### config.mk
export PLATFORM = sky130hd
export DESIGN_NAME = tdc7200_ctrl
export DESIGN_NICKNAME = d
export VERILOG_FILES = /design/src/rtl/tdc7200_pkg.sv /design/src/rtl/tdc7200_ctrl_sync_2ff.sv /design/src/rtl/tdc7200_ctrl.sv
export SDC_FILE = /design/constraint.sdc
export NUM_CORES = 1
export LEC_CHECK = 0
export CAP_MARGIN = 20
export CORE_AREA = 5 5 83 123
export CTS_CLUSTER_DIAMETER = 120
export DETAILED_ROUTE_END_ITERATION = 7
export DIE_AREA = 0 0 88 128
export GPL_TIMING_DRIVEN = 1
export PLACE_DENSITY = 0.92
export REMOVE_ABC_BUFFERS = 1
export SETUP_SLACK_MARGIN = 0.2
export SKIP_CTS_REPAIR_TIMING = 1
export SLEW_MARGIN = 10
export SYNTH_ARGS = -nofsm -noshare
export SYNTH_HDL_FRONTEND = slang
export SYNTH_SLANG_ARGS = --single-unit
export TNS_END_PERCENT = 50
### constraint.sdc
create_clock -name clk -period 3.8 [get_ports clk]
set_clock_uncertainty 0.05 [all_clocks]
set_input_delay 0.57 -clock clk [delete_from_list [all_inputs] [get_ports clk]]
set_output_delay 0.57 -clock clk [all_outputs]
set_load 0.01 [all_outputs]
### src/rtl/tdc7200_pkg.sv
// Shared definitions for the TDC7200 measurement controller: register map,
// SPI command layout and FSM state types. Honours macro TDC_CLKCNT_EN.
package tdc7200_pkg;

  localparam logic [5:0] ADDR_CONFIG1       = 6'h00;
  localparam logic [5:0] ADDR_CONFIG2       = 6'h01;
  localparam logic [5:0] ADDR_TIME1         = 6'h10;
  localparam logic [5:0] ADDR_CLOCK_COUNT1  = 6'h11;
  localparam logic [5:0] ADDR_CALIBRATION1  = 6'h1B;
  localparam logic [5:0] ADDR_CALIBRATION2  = 6'h1C;

  localparam int CMD_AI_BIT   = 15;
  localparam int CMD_RW_BIT   = 14;
  localparam int CMD_ADDR_LSB = 8;

  typedef enum logic [3:0] {
    ST_IDLE,
    ST_WR_CFG2,
    ST_WR_CFG1,
    ST_WAIT_INT,
    ST_RD_TIME1,
    ST_RD_CAL1,
    ST_RD_CAL2,
`ifdef TDC_CLKCNT_EN
    ST_RD_CCNT,
`endif
    ST_DONE
  } state_e;

  typedef enum logic {
    SUB_ISSUE,
    SUB_WAIT
  } sub_e;

  // Single-register access frame; auto-increment is never used.
  function automatic logic [15:0] spi_frame(input logic       rw,
                                            input logic [5:0] addr,
                                            input logic [7:0] data);
    logic [15:0] f;
    f                         = '0;
    f[CMD_AI_BIT]             = 1'b0;
    f[CMD_RW_BIT]             = rw;
    f[CMD_ADDR_LSB +: 6]      = addr;
    f[7:0]                    = data;
    return f;
  endfunction

endpackage

### src/rtl/tdc7200_ctrl_sync_2ff.sv
// Two-flop synchronizer for a single asynchronous level input; both flops
// reset to RST_VAL so an idle-high line stays high through reset.
module sync_2ff #(
  parameter logic RST_VAL = 1'b1
) (
  input  logic clk,
  input  logic rst_n,
  input  logic i_d,
  output logic o_q
);

  logic r_meta;
  logic r_sync;

  // NOTE: non-blocking assignments keep the two flops a true shift chain.
  always_ff @(posedge clk or negedge rst_n) begin
    if (!rst_n) begin
      r_meta <= RST_VAL;
      r_sync <= RST_VAL;
    end else begin
      r_meta <= i_d;
      r_sync <= r_meta;
    end
  end

  assign o_q = r_sync;

endmodule

### src/rtl/tdc7200_ctrl.sv
// TDC7200 measurement sequencer driving a 16-bit-TX / 32-bit-RX SPI master.
// Macro TDC_CLKCNT_EN adds the CLOCK_COUNT1 read after CALIBRATION2.
module tdc7200_ctrl
  import tdc7200_pkg::*;
#(
  parameter int unsigned TIMEOUT_CYCLES = 65535,
  parameter logic [7:0]  CFG1_MODE      = 8'h00,
  parameter logic [7:0]  CFG2_VAL       = 8'h40
) (
  input  logic        clk,
  input  logic        rst_n,
  input  logic        meas_start,
  output logic        busy,
  output logic        result_valid,
  output logic        timeout_err,
  output logic [23:0] time1,
  output logic [23:0] cal1,
  output logic [23:0] cal2,
  output logic [23:0] clock_count1,
  input  logic        intb_n,
  output logic        spi_start,
  output logic [15:0] spi_tx,
  input  logic [31:0] spi_rx,
  input  logic        spi_busy
);

  localparam int CNT_W = (TIMEOUT_CYCLES < 1) ? 1 : $clog2(TIMEOUT_CYCLES + 1);

  state_e             r_state, w_state_nxt, w_op_nxt;
  sub_e               r_sub, w_sub_nxt;
  logic               r_seen, w_seen_nxt;
  logic               w_is_op, w_op_done, w_intb_sync;
  logic [CNT_W-1:0]   r_cnt;
  logic [23:0]        r_time1, r_cal1, r_cal2;
  // Only the low 24 bits of a read frame carry register data.
  logic               w_unused_rx;

  assign w_unused_rx = ^spi_rx[31:24];

  sync_2ff #(.RST_VAL(1'b1)) u_intb_sync (
    .clk   (clk),
    .rst_n (rst_n),
    .i_d   (intb_n),
    .o_q   (w_intb_sync)
  );

  // NOTE: every combinational output gets a default first so no latch is inferred.
  always_comb begin
    w_state_nxt  = r_state;
    w_op_nxt     = r_state;
    w_sub_nxt    = r_sub;
    w_seen_nxt   = r_seen;
    w_is_op      = 1'b0;
    w_op_done    = 1'b0;
    spi_start    = 1'b0;
    spi_tx       = '0;
    timeout_err  = 1'b0;
    result_valid = 1'b0;

    case (r_state)
      ST_IDLE:     if (meas_start) w_state_nxt = ST_WR_CFG2;
      ST_WR_CFG2:  begin w_is_op = 1'b1; w_op_nxt = ST_WR_CFG1;
                         spi_tx = spi_frame(1'b1, ADDR_CONFIG2, CFG2_VAL); end
      ST_WR_CFG1:  begin w_is_op = 1'b1; w_op_nxt = ST_WAIT_INT;
                         spi_tx = spi_frame(1'b1, ADDR_CONFIG1, {CFG1_MODE[7:1], 1'b1}); end
      ST_WAIT_INT: begin
        if (!w_intb_sync) begin
          w_state_nxt = ST_RD_TIME1;
        end else if (r_cnt == CNT_W'(TIMEOUT_CYCLES)) begin
          timeout_err = 1'b1;
          w_state_nxt = ST_IDLE;
        end
      end
      ST_RD_TIME1: begin w_is_op = 1'b1; w_op_nxt = ST_RD_CAL1;
                         spi_tx = spi_frame(1'b0, ADDR_TIME1, 8'h00); end
      ST_RD_CAL1:  begin w_is_op = 1'b1; w_op_nxt = ST_RD_CAL2;
                         spi_tx = spi_frame(1'b0, ADDR_CALIBRATION1, 8'h00); end
`ifdef TDC_CLKCNT_EN
      ST_RD_CAL2:  begin w_is_op = 1'b1; w_op_nxt = ST_RD_CCNT;
                         spi_tx = spi_frame(1'b0, ADDR_CALIBRATION2, 8'h00); end
      ST_RD_CCNT:  begin w_is_op = 1'b1; w_op_nxt = ST_DONE;
                         spi_tx = spi_frame(1'b0, ADDR_CLOCK_COUNT1, 8'h00); end
`else
      ST_RD_CAL2:  begin w_is_op = 1'b1; w_op_nxt = ST_DONE;
                         spi_tx = spi_frame(1'b0, ADDR_CALIBRATION2, 8'h00); end
`endif
      ST_DONE:     begin result_valid = 1'b1; w_state_nxt = ST_IDLE; end
      default:     w_state_nxt = ST_IDLE;
    endcase

    // Shared SPI handshake: one start cycle, then busy must rise and fall.
    if (w_is_op) begin
      if (r_sub == SUB_ISSUE) begin
        spi_start  = 1'b1;
        w_sub_nxt  = SUB_WAIT;
        w_seen_nxt = 1'b0;
      end else if (spi_busy) begin
        w_seen_nxt = 1'b1;
      end else if (r_seen) begin
        w_op_done   = 1'b1;
        w_sub_nxt   = SUB_ISSUE;
        w_state_nxt = w_op_nxt;
      end
    end
  end

  always_ff @(posedge clk or negedge rst_n) begin
    if (!rst_n) begin
      r_state <= ST_IDLE;
      r_sub   <= SUB_ISSUE;
      r_seen  <= 1'b0;
      r_cnt   <= '0;
      r_time1 <= '0;
      r_cal1  <= '0;
      r_cal2  <= '0;
    end else begin
      r_state <= w_state_nxt;
      r_sub   <= w_sub_nxt;
      r_seen  <= w_seen_nxt;
      r_cnt   <= (r_state == ST_WAIT_INT) ? r_cnt + 1'b1 : '0;
      if (w_op_done) begin
        case (r_state)
          ST_RD_TIME1: r_time1 <= spi_rx[23:0];
          ST_RD_CAL1:  r_cal1  <= spi_rx[23:0];
          ST_RD_CAL2:  r_cal2  <= spi_rx[23:0];
          default:     ;
        endcase
      end
    end
  end

`ifdef TDC_CLKCNT_EN
  logic [23:0] r_ccnt;

  always_ff @(posedge clk or negedge rst_n) begin
    if (!rst_n)                                r_ccnt <= '0;
    else if (w_op_done && r_state == ST_RD_CCNT) r_ccnt <= spi_rx[23:0];
  end

  assign clock_count1 = r_ccnt;
`else
  assign clock_count1 = '0;
`endif

  assign busy  = (r_state != ST_IDLE);
  assign time1 = r_time1;
  assign cal1  = r_cal1;
  assign cal2  = r_cal2;

endmodule

==> impl_metrics.toml <==
[clock_network]
clkTransAtPathRegs_ns = 0.07
clock-sinks = 96
htree_levels = 3
clock_tree.root_cell = "clkbuf_16"
clk_path_buf_depth = 2
cts_buffers = 9
cts_tree = "done"
clk_latency_ns = 0.34

[synth]
yosysTopAreaCell = "dfrtp_1"
synth_area_mm2 = 0.00422
synth_cell_type_count = 37
synth_cells = 313
synth-seq-area-share_pct = 57.0
syn_avg_cell_area_um2 = 13.5
ys_ff_latch = 96
ys_top_cells_by_area = "dfrtp_1 56%, mux2_2 14%, mux2_4 7.1%"
yosysWarnings = 0
yosysTopAreaCellShare_pct = 55.7

[timing]
slew_headroom_pct = 42.1
finalMaxSlewViolations = 0
setup_viol_count_final = 0
fmax_mhz = 321
hold_viol = 0
setup_tns_ns = 0
period_minus_slack_ns = 3.12
period_share_pct = 82.0
rsz0062_at_grt = "no"
tightest_slew_ns = 0.869

[floorplan]
die_area_mm2 = 0.0113
dieHeight_um = 128
rows = 43
core_mm2 = 0.00909
initial_core_util_pct = 46.4
pin_count = 153
die_x_um = 88

[layout]
area_growth_pct = 32.8
final_common_cell = "clkdlybuf4s50_1"
fin_util_pct = 61.7
drive_above_1_share_pct = 24.5
finalNonFillerCells = 544
fin_nets = 465
most-common-layout-cells = "111 x clkdlybuf4s50_1, 94 x dfrtp_1, 54 x mux2_2"
n_antenna_cell = 0

[global_route]
grt_pass1_wl_um = 15100
grt_util_all_layers_pct = 17.7
antenna_found_initial = 0
grt_max_degree = 85
grt_pass1_vias = 2950
overflow = 0

[routing]
via_count = 2721
first_iter_violations = 68
dr.pass1.iters = 4
drtAntennaViolNets = 0
top_layer = "met4"
routedWlPerCell_um = 17.4
drc = 0
met3WireLength_um = 637
wl_met2_um = 5220
wirelength_um = 9460
wl_met1_um = 3390
via_per_inst = 5.00

[worst_setup_path]
cp_slowest_cell = "clkdlybuf4s50_1"
max_stage_delay_ns = 0.58
critical_path.max_fanout = 6
reg2reg_depth = 3
cp_num_buf_inv = 1
endpoint_kind = "primary output"
cp_top_family = "simple AND/OR/NAND/NOR gates"
crit_arrival_ns = 2.50
cp.depth = 5
crit_type = "flip-flop to primary output"
crit_required_ns = 3.18
startpoint_type = "flip-flop"
path_cells = "ha_1, nand2_1, or4_4, nor3_1, clkdlybuf4s50_1"

[pwr]
power_density_mw_per_mm2 = 405
ir_worst_vdd_mv = 0.291
power_leakage_nw = 2.62

[placed_design]
hpwl_um = 6820
gp_congestion = 0.788
portBuffers = 112
dp_cells = 527

[run]
maxCapViolations = 0

[hold_path]
hold_class = "input port to async pin"

[status]
status = "complete, no violations"
-- through the flow --
step	worst slack, ns	total power [mW]	hold slack [ns]	cell area (um2)
after CTS	0.676	2.29	0.311	5590
final	0.682	2.27	0.148	5610
after global routing	0.606	2.36	0.183	5610
after global placement	0.884	1.36	0.296	5280
after detailed placement	0.849	1.37	0.303	5280
after floorplan	1.49	1.22	0.224	4000
-- cell families after synthesis --
logic type      synth area share, %
flops                          57.0
mux                            21.5
simple gates                   8.09
buf+inv                        8.48
compound gates                 2.90
xor+xnor                       1.66
fa+ha+maj                     0.296
other cells                  0.0888
-- path summary, 6_finish.rpt --
kind                                               from                   endpoint  slack, ns
setup / recovery                     r_cnt[1]$_DFF_PN0_                timeout_err       0.68
hold / removal                                    rst_n       cal1[22]$_DFFE_PN0P_       0.15
setup reg to reg                 r_state[3]$_DFFE_PN0P_      time1[21]$_DFFE_PN0P_       1.40
hold reg to reg            u_intb_sync.r_meta$_DFF_PN1_  u_intb_sync.o_q$_DFF_PN1_       0.31
max in group asynchronous                         rst_n       cal1[16]$_DFFE_PN0P_       2.68
min in group clk           u_intb_sync.r_meta$_DFF_PN1_  u_intb_sync.o_q$_DFF_PN1_       0.31
-- metal layers --
layer  up-vias  track usage (%)
met1      1355             18.9
li1       1246                -
met5         -                0
met4         0             7.68
met2       101             31.5
met3        19             5.66
-- sequential cells by signal, indices dropped and copies added (netlist names), 4 cells and up --
name     flops
time1       24
cal1        24
r_cnt       16
r_state      4
cal2        24
-- power by group --
part | switching, mW | internal [mW]
sequential | 0.0373 | 1.06
combinational | 0.118 | 0.138
clock | 0.383 | 0.530
total | 0.539 | 1.73
-- cell usage after synthesis (all sizes together) --
library cell,n
nor2,16
nor3,10
xnor2,6
a211oi,1
or3,7
nand2,9
and2,1
o21bai,1
or4,4
nand4,2
o21a,1
o21ai,6
buf,41
nand3,6
o211ai,1
conb,1
o31ai,1
dfstp,2
dfrtp,94
or2,2
clkbuf,4
inv,4
nand2b,3
ha,1
xor2,2
a21oi,11
nor2b,1
mux2,74
nand3b,1
-- layout make-up --
cell class              count  area, um2
fillers                   668       3480
flip-flops and latches     96       2400
multi-input cells         200       1580
repair buffers            116       1160
clock buffers              10        239
well taps                 112        140
clock inverters             6       67.6
inverters                   4       15.0
Power figures use the tool's default switching activity.
